--- src/rtl/clk_div_prog.sv ---
// Programmable integer clock divider with a ratio-update handshake.
// Generates a registered divided clock and a one-cycle tick at each period start.
// A new ratio is only adopted at a period boundary, so clk_out never produces runt pulses.
module clk_div_prog #(
  parameter int unsigned CNT_W   = 8,
  parameter int unsigned DEF_DIV = 4
) (
  input  logic             clk_in,
  input  logic             rst,
  input  logic             en,
  input  logic [CNT_W-1:0] div_val,
  input  logic             div_req,
  output logic             div_ack,
  output logic             clk_out,
  output logic             tick,
  output logic [CNT_W-1:0] cur_div
);

  localparam logic [CNT_W-1:0] DefDiv = CNT_W'(DEF_DIV);
  localparam logic [CNT_W-1:0] MinDiv = CNT_W'(2);

  logic [CNT_W-1:0] cnt_q, cnt_d;
  logic [CNT_W-1:0] n_act_q, n_act_d;
  logic             clk_out_q, clk_out_d;
  logic             tick_q, tick_d;
  logic             div_ack_q, div_ack_d;

  logic             boundary;
  logic             accept;
  logic [CNT_W-1:0] div_clamped;
  logic [CNT_W-1:0] half_nx;

  // Next-state: advance the period counter and adopt a pending ratio at a boundary.
  always_comb begin
    boundary    = (cnt_q == (n_act_q - CNT_W'(1)));
    // div_ack_q blocks a second accept while the requester is still dropping div_req.
    accept      = en & boundary & div_req & ~div_ack_q;
    div_clamped = (div_val < MinDiv) ? MinDiv : div_val;

    cnt_d     = cnt_q;
    n_act_d   = n_act_q;
    clk_out_d = clk_out_q;
    tick_d    = 1'b0;
    div_ack_d = 1'b0;
    half_nx   = n_act_q >> 1;

    if (en) begin
      if (accept) begin
        n_act_d = div_clamped;
      end
      cnt_d     = boundary ? '0 : cnt_q + CNT_W'(1);
      // High phase uses the ratio in force after this edge, so a new ratio starts cleanly.
      half_nx   = n_act_d >> 1;
      clk_out_d = (cnt_d < half_nx);
      tick_d    = (cnt_d == '0);
      div_ack_d = accept;
    end
  end

  // State registers with synchronous active-high reset; reset parks cnt on a boundary.
  always_ff @(posedge clk_in) begin
    if (rst) begin
      cnt_q     <= DefDiv - CNT_W'(1);
      n_act_q   <= DefDiv;
      clk_out_q <= 1'b0;
      tick_q    <= 1'b0;
      div_ack_q <= 1'b0;
    end else begin
      cnt_q     <= cnt_d;
      n_act_q   <= n_act_d;
      clk_out_q <= clk_out_d;
      tick_q    <= tick_d;
      div_ack_q <= div_ack_d;
    end
  end

  assign clk_out = clk_out_q;
  assign tick    = tick_q;
  assign div_ack = div_ack_q;
  assign cur_div = n_act_q;

endmodule

--- config.mk ---
export PLATFORM = sky130hd
export DESIGN_NAME = clk_div_prog
export DESIGN_NICKNAME = d
export VERILOG_FILES = /design/src/rtl/clk_div_prog.sv
export SDC_FILE = /design/constraint.sdc
export NUM_CORES = 1
export LEC_CHECK = 0
export CAP_MARGIN = 25
export CORE_MARGIN = 3
export CORE_UTILIZATION = 50
export DETAILED_ROUTE_END_ITERATION = 7
export PLACE_DENSITY = 0.76
export SLEW_MARGIN = 0
export SYNTH_ARGS = -nofsm -noshare
export SYNTH_HDL_FRONTEND = slang
export SYNTH_SLANG_ARGS = --single-unit
--- constraint.sdc ---
create_clock -name clk_in -period 6.8 [get_ports clk_in]
set_input_delay 1.36 -clock clk_in [delete_from_list [all_inputs] [get_ports clk_in]]
set_output_delay 1.36 -clock clk_in [all_outputs]
set_load 0.005 [all_outputs]
==> results_dict.tcl, run 1 <==
set metrics [dict create \
    yosys_register_bits 19 \
    rsz0062_at_grt "false" \
    ys_seq_area_share_pct 27.2 \
    worstPathRequired_ns 7.00 \
    cp_top_family "compound AO/OA/AOI/OAI gates" \
    drt_iter0_markers 65 \
    post-route-min-period_ns 3.93 \
    num-fill-cells 249 \
    post_cts_buffers 0 \
    sequentialPowerShare_pct 34.3 \
    rows 18 \
    skew_ns 0.00271 \
    cts_resized 0 \
    grt_pass1_vias 1311 \
    setup_violations 0 \
    root_buffer "clkbuf_4" \
    cpMaxStageDelayCell "clkdlybuf4s50_1" \
    swShare_pct 41.1 \
    wl_met3_um 218 \
    slew_viol_final 0 \
    hold_path.class "reg2reg" \
    drc_errors 0 \
    synthDistinctLibCells 46 \
    clkPwrFrac_pct 14.0 \
    outcome "completed" \
    die_h_um 58.8 \
    yosysTopAreaCellShare_pct 27.2 \
    syn-num-nets 193 \
    ir_drop_uv 161 \
    synth_edf_count 0 \
    cp_slowest_stage_delay_ns 0.67 \
    cts.sinks 19 \
    place.port_buffers 22 \
    avgSynthCellArea_um2 8.07 \
    arrival_ns 4.13 \
    grt_pass1_wl_mm 6.13 \
    clkSlewWorstSetupHoldPaths_ns 0.11 \
    max-cap-violations 0 \
    critPathCaptureType "register" \
    synthCells 173 \
    power_density_nw_per_um2 261 \
    rr_worst_depth 12 \
    synth_top_area_cell "dfxtp_1" \
    p_switching_w 0.000173 \
    avgViaCountPerCell 6.28 \
    insertion_delay_ns 0.30 \
    antenna_found_initial 0 \
    rr_endpoint "clk_out$_SDFFE_PP0P_" \
    leakage_nw 0.588 \
    ant_nets 0 \
    antenna_cells 0 \
    min_to "cnt_q[7]$_SDFFE_PP0P_" \
    dp_hpwl_mm 2.76 \
    fp.dieW_um 58.8 \
    critPathKind "in2reg" \
    worstPathCellList "clkdlybuf4s50_1 -> nand3b_1 -> a211o_1 -> nor2_2 -> mux2i_1 -> ha_1 -> a21oi_1 -> nor2b_1 -> o2111ai_1 -> a221oi_1" \
    vias 1363 \
    path_max_fanout 9 \
    track_usage_pct 23.3 \
    initial_core_util_pct 54.4 \
    power_frac_comb_pct 51.7 \
    numCtsBuffers 3 \
    wl_met2_mm 1.80 \
    fp.coreArea_um2 2570 \
    p_int_w 0.000248 \
    highest_layer "met4" \
    slew_headroom_pct 52.4 \
    ys_async_sr_fraction_pct 0 \
    hold_violations 0 \
    grt_overflow 0 \
    hold_buffers 0 \
    register_area_um2 380 \
    yosysWarnings 0 \
    worst-path-buf-inv 1 \
    startpoint_type "primary input" \
    grt_max_degree 20 \
    gp_routability_congestion 0.940 \
    total_power_w 0.000421 \
    tightest_slew_ns 0.711 \
    area_growth_pct 15.6 \
    wl_mm 3.72 \
    ys.flop_type "dfxtp_1" \
    fin_crit_sh_pct 57.7 \
    drive_above_1_share_pct 4.28 \
    die_area_um2 3460 \
    synth.area.top_cells "dfxtp_1 27%, ha_1 7.2%, xnor2_1 5.6%" \
    tns_ns 0 \
    multi_input_area_um2 938 \
    first_pass_iters 4 \
    cts_max_path_buffers 2 \
    r2r_slack_ns 3.40 \
    final_net_count 208 \
    r2r-start "cur_div[0]$_SDFFE_PP0P_" \
    h-tree-depth 1 \
    wl_per_cell_um 17.1 \
    syn_area_um2 1400 \
    io_pins 23 \
    worstHoldPathCells 2 \
    worstHoldStart "cnt_q[7]$_SDFFE_PP0P_" \
    m1WireLength_mm 1.63 \
    cts_tree "built" \
    fmax_mhz 255 \
]
==> cell type report <==
type | count | area share, %
well taps | 30 | 2.33
repair buffers | 22 | 13.6
clock buffers | 4 | 1.63
inverters | 3 | 0.698
flip-flops and latches | 19 | 23.6
multi-input cells | 139 | 58.1
==> state kept, by name, summed over array words and instances (netlist names) <==
name,flops
cur_div,8
clk_out,1
tick,1
cnt_q,8
div_ack,1
==> cell usage in the layout, fill, tap and decap left out, types with 2 or more instances in the layout <==
| cell | count |
|---|---|
| a21oi_1 | 13 |
| nor3_1 | 5 |
| dfxtp_1 | 19 |
| clkbuf_4 | 3 |
| xor2_1 | 5 |
| xnor2_1 | 9 |
| nor2_1 | 19 |
| o2111ai_1 | 2 |
| a31oi_1 | 3 |
| nand3_1 | 3 |
| a211o_1 | 3 |
| mux2i_1 | 6 |
| nor4_1 | 3 |
| clkdlybuf4s50_1 | 22 |
| and3_1 | 3 |
| and2_1 | 2 |
| nand3b_1 | 2 |
| o211ai_1 | 3 |
| o21ai_0 | 8 |
| and4_1 | 2 |
| nand4b_1 | 6 |
| or4_1 | 2 |
| nand2b_1 | 2 |
| inv_1 | 3 |
| ha_1 | 8 |
| nand2_1 | 13 |
==> synthesized netlist by cell type (2+ instances only) <==
cell        n
a211o_1     3
a21oi_1    13
a31oi_1     3
and2_1      2
and3_1      3
and4_1      2
buf_2       2
buf_6       2
clkbuf_1    6
dfxtp_1    19
ha_1        8
inv_1       3
mux2i_1     6
nand2_1    13
nand2b_1    2
nand3_1     3
nand3b_1    2
nand4b_1    6
nor2_1     19
nor3_1      5
nor4_1      3
o2111ai_1   2
o211ai_1    3
o21ai_0     8
or4_1       2
xnor2_1     9
xor2_1      5
==> cells by family after synthesis <==
family	synth area share, %
XOR/XNOR	8.78
multiplexers	5.11
buffers and inverters	5.56
AND/OR/NAND/NOR	27.5
AO/OA/AOI/OAI	18.6
flip-flops	27.2
adder cells (fa/ha/maj)	7.17
==> how the worst max path moves through the flow <==
stage               from                   end  slack, ns  cells after the start
finish                en  clk_out$_SDFFE_PP0P_       2.87                     10
global route          en  clk_out$_SDFFE_PP0P_       2.71                     10
CTS                   en  clk_out$_SDFFE_PP0P_       2.91                     10
detailed placement    en  clk_out$_SDFFE_PP0P_       2.62                     10
global placement      en  clk_out$_SDFFE_PP0P_       2.77                     10
floorplan             en  clk_out$_SDFFE_PP0P_       3.31                     10
==> worst register-to-register path, cell delays in order (launching register included) <==
cell and delay [ns]:
dfxtp_1 0.37, inv_1 0.09, ha_1 0.26, nand2_1 0.07, or4_1 0.46, a211o_1 0.37, nor2_2 0.35, mux2i_1 0.30
ha_1 0.28, a21oi_1 0.21, nor2b_1 0.16, o2111ai_1 0.11, a221oi_1 0.29
==> per-layer routing <==
layer / track usage (%) / up-vias
met5: 0 / -
li1: - / 662
met1: 30.7 / 650
met2: 37.1 / 43
met3: 4.39 / 8
met4: 9.71 / 0
==> per-stage QoR <==
stage	instances	instance area, um2	utilization (%)	setup slack, ns	hold slack (ns)
floorplan	173	1400	-	3.31	0.483
detailed placement	213	1590	61.8	2.62	0.525
finish	217	1610	62.9	2.87	0.545
global route	217	1610	62.9	2.71	0.553
CTS	217	1610	62.9	2.91	0.543
global placement	213	1590	61.8	2.77	0.511
==> power by group through the flow <==
stage | Clock [W] | Combinational, W | Sequential (W)
6_report | 0.0000588 | 0.000218 | 0.000145
5_1_grt | 0.0000651 | 0.000242 | 0.000147
4_1_cts | 0.0000600 | 0.000216 | 0.000144
3_5_place_dp | 0 | 0.000214 | 0.000146
3_3_place_gp | 0 | 0.000205 | 0.000146
2_1_floorplan | 0 | 0.000172 | 0.000137
Note: power is estimated with default switching activity, not from simulation.
==> run 2: changes to the inputs <==
- CORE_UTILIZATION: 50 -> 48
- clock period: 6.8 -> 3.4 ns (I/O delays scaled with it)
==> run 2 against run 1 <==
Net effect: combinational power up 120%; clock power grew 110%; first-iteration DRC count is 32% higher; critical path type is now reg2reg; critical endpoint unchanged; largest power group unchanged.
==> results_dict.tcl, run 2 (same netlist as run 1, synthesis figures left out) <==
set metrics [dict create \
    outcome "completed" \
    worstHoldStart "cnt_q[7]$_SDFFE_PP0P_" \
    skew_ns 0.00357 \
    ant_nets 0 \
    worstPathRequired_ns 3.62 \
    drive_above_1_share_pct 10.7 \
    rows 18 \
    post_dp_cell_area_um2 1640 \
    r2r-start "cur_div[0]$_SDFFE_PP0P_" \
    grt_pass1_wl_mm 5.94 \
    setup_violations 0 \
    cts_max_path_buffers 2 \
    critPathKind "reg2reg" \
    arrival_ns 3.43 \
    vias 1366 \
    post-route-min-period_ns 3.20 \
    fp.coreArea_um2 2610 \
    grt_pass1_vias 1305 \
    gp_routability_congestion 0.966 \
    die_h_um 59.9 \
    cpMaxStageDelayCell "or4_1" \
    track_usage_pct 22.2 \
    clkSlewWorstSetupHoldPaths_ns 0.12 \
    worst_slack_ns 0.196 \
    avgViaCountPerCell 6.04 \
    r2r_slack_ns 0.20 \
    register_area_um2 380 \
    antenna_found_initial 0 \
    slew_viol_final 0 \
    num-fill-cells 222 \
    numCtsBuffers 3 \
    final_core_util_pct 65.1 \
    cts.sinks 19 \
    drc_errors 0 \
    rr_worst_depth 13 \
    cp_slowest_stage_delay_ns 0.46 \
    tightest_slew_ns 0.692 \
    insertion_delay_ns 0.31 \
    ir_drop_uv 356 \
    total_power_w 0.000875 \
    slew_headroom_pct 53.8 \
    grt_max_degree 20 \
    root_buffer "clkbuf_4" \
    cts_tree "built" \
    fin_area_um2 1700 \
    power_density_nw_per_um2 514 \
    post-place-ws_ns 0.0852 \
    fin_crit_sh_pct 94.2 \
    hold_path.class "reg2reg" \
    final_net_count 217 \
    initial_core_util_pct 53.4 \
    first_pass_iters 4 \
    worstPathCellList "inv_1 -> ha_2 -> nand2_1 -> or4_1 -> a211o_1 -> nor2_4 -> buf_4 -> mux2i_2 -> ha_1 -> nand4_1 -> a21oi_1 -> and2_1 -> a221oi_2" \
    layout_commonest_cell "clkdlybuf4s50_1" \
    max-cap-violations 0 \
    wl_mm 3.52 \
    cp_top_family "simple AND/OR/NAND/NOR gates" \
    drt_iter0_markers 86 \
    io_pins 23 \
    critPathCaptureType "register" \
    place.port_buffers 22 \
    dp_hpwl_mm 2.74 \
    antenna_cells 0 \
    min_to "cnt_q[7]$_SDFFE_PP0P_" \
    die_area_um2 3590 \
    tns_ns 0 \
    leakage_nw 0.638 \
    multi_input_area_um2 956 \
    fp.dieW_um 59.9 \
    wl_per_cell_um 15.6 \
    area_growth_pct 21.8 \
    startpoint_type "register" \
    grt_overflow 0 \
    path_max_fanout 6 \
    h-tree-depth 1 \
    final_cell_mix "22 x clkdlybuf4s50_1, 19 x nor2_1, 19 x dfxtp_1" \
    hold_buffers 0 \
    worst-path-buf-inv 2 \
    rr_endpoint "clk_out$_SDFFE_PP0P_" \
    fmax_mhz 312 \
    worstHoldPathCells 2 \
    hold_violations 0 \
]
run 2: how the worst max path moves through the flow:
stage	start	to	slack (ns)	cells after the start
6_report	cur_div[0]$_SDFFE_PP0P_	clk_out$_SDFFE_PP0P_	0.20	13
5_1_grt	cur_div[0]$_SDFFE_PP0P_	clk_out$_SDFFE_PP0P_	-0.005	13
4_1_cts	cur_div[0]$_SDFFE_PP0P_	clk_out$_SDFFE_PP0P_	0.05	13
3_5_place_dp	cur_div[0]$_SDFFE_PP0P_	clk_out$_SDFFE_PP0P_	0.09	13
3_3_place_gp	en	clk_out$_SDFFE_PP0P_	0.23	11
2_1_floorplan	cur_div[0]$_SDFFE_PP0P_	clk_out$_SDFFE_PP0P_	0.37	12
run 2: stage by stage:
stage	instances	hold slack, ns
after global routing	226	0.577
after global placement	220	0.507
after detailed placement	220	0.534
after CTS	224	0.552
final	226	0.550
after floorplan	173	0.483
run 2: cell type report:
class / instances / area share, %
Clock buffer: 3 / 1.32
Clock inverter: 1 / 0.294
Inverter: 3 / 0.662
Multi-Input combinational cell: 139 / 56.2
Sequential cell: 19 / 22.4
Tap cell: 30 / 2.21
Timing Repair Buffer: 31 / 16.9
run 2: report_power, final:
part	total, W	internal (W)	switching [W]
clock network	0.000122	0.0000440	0.0000782
registers	0.000278	0.000249	0.0000293
logic	0.000474	0.000222	0.000252
total	0.000875	0.000515	0.000360
run 2: worst reg2reg max path, cell delays in order, from the launching register on:
cell      delay (ns)
dfxtp_1         0.36
inv_1           0.09
ha_2            0.23
nand2_1         0.06
or4_1           0.46
a211o_1         0.39
nor2_4          0.20
buf_4           0.17
mux2i_2         0.27
ha_1            0.28
nand4_1         0.11
a21oi_1         0.05
and2_1          0.18
a221oi_2        0.26
run 2: per-layer routing:
layer | GRT usage [%] | share of wire [%]
met2 | 35.2 | 47
met4 | 10.4 | 1.8
met5 | 0 | 0
met3 | 3.46 | 5.0
met1 | 29.2 | 46
run 2: repair_timing:
item	4_1_cts	5_1_grt
endpoints found under the setup margin	0	1
gates resized for setup	0	4
hold endpoints to repair	0	0
buffers inserted	0	2
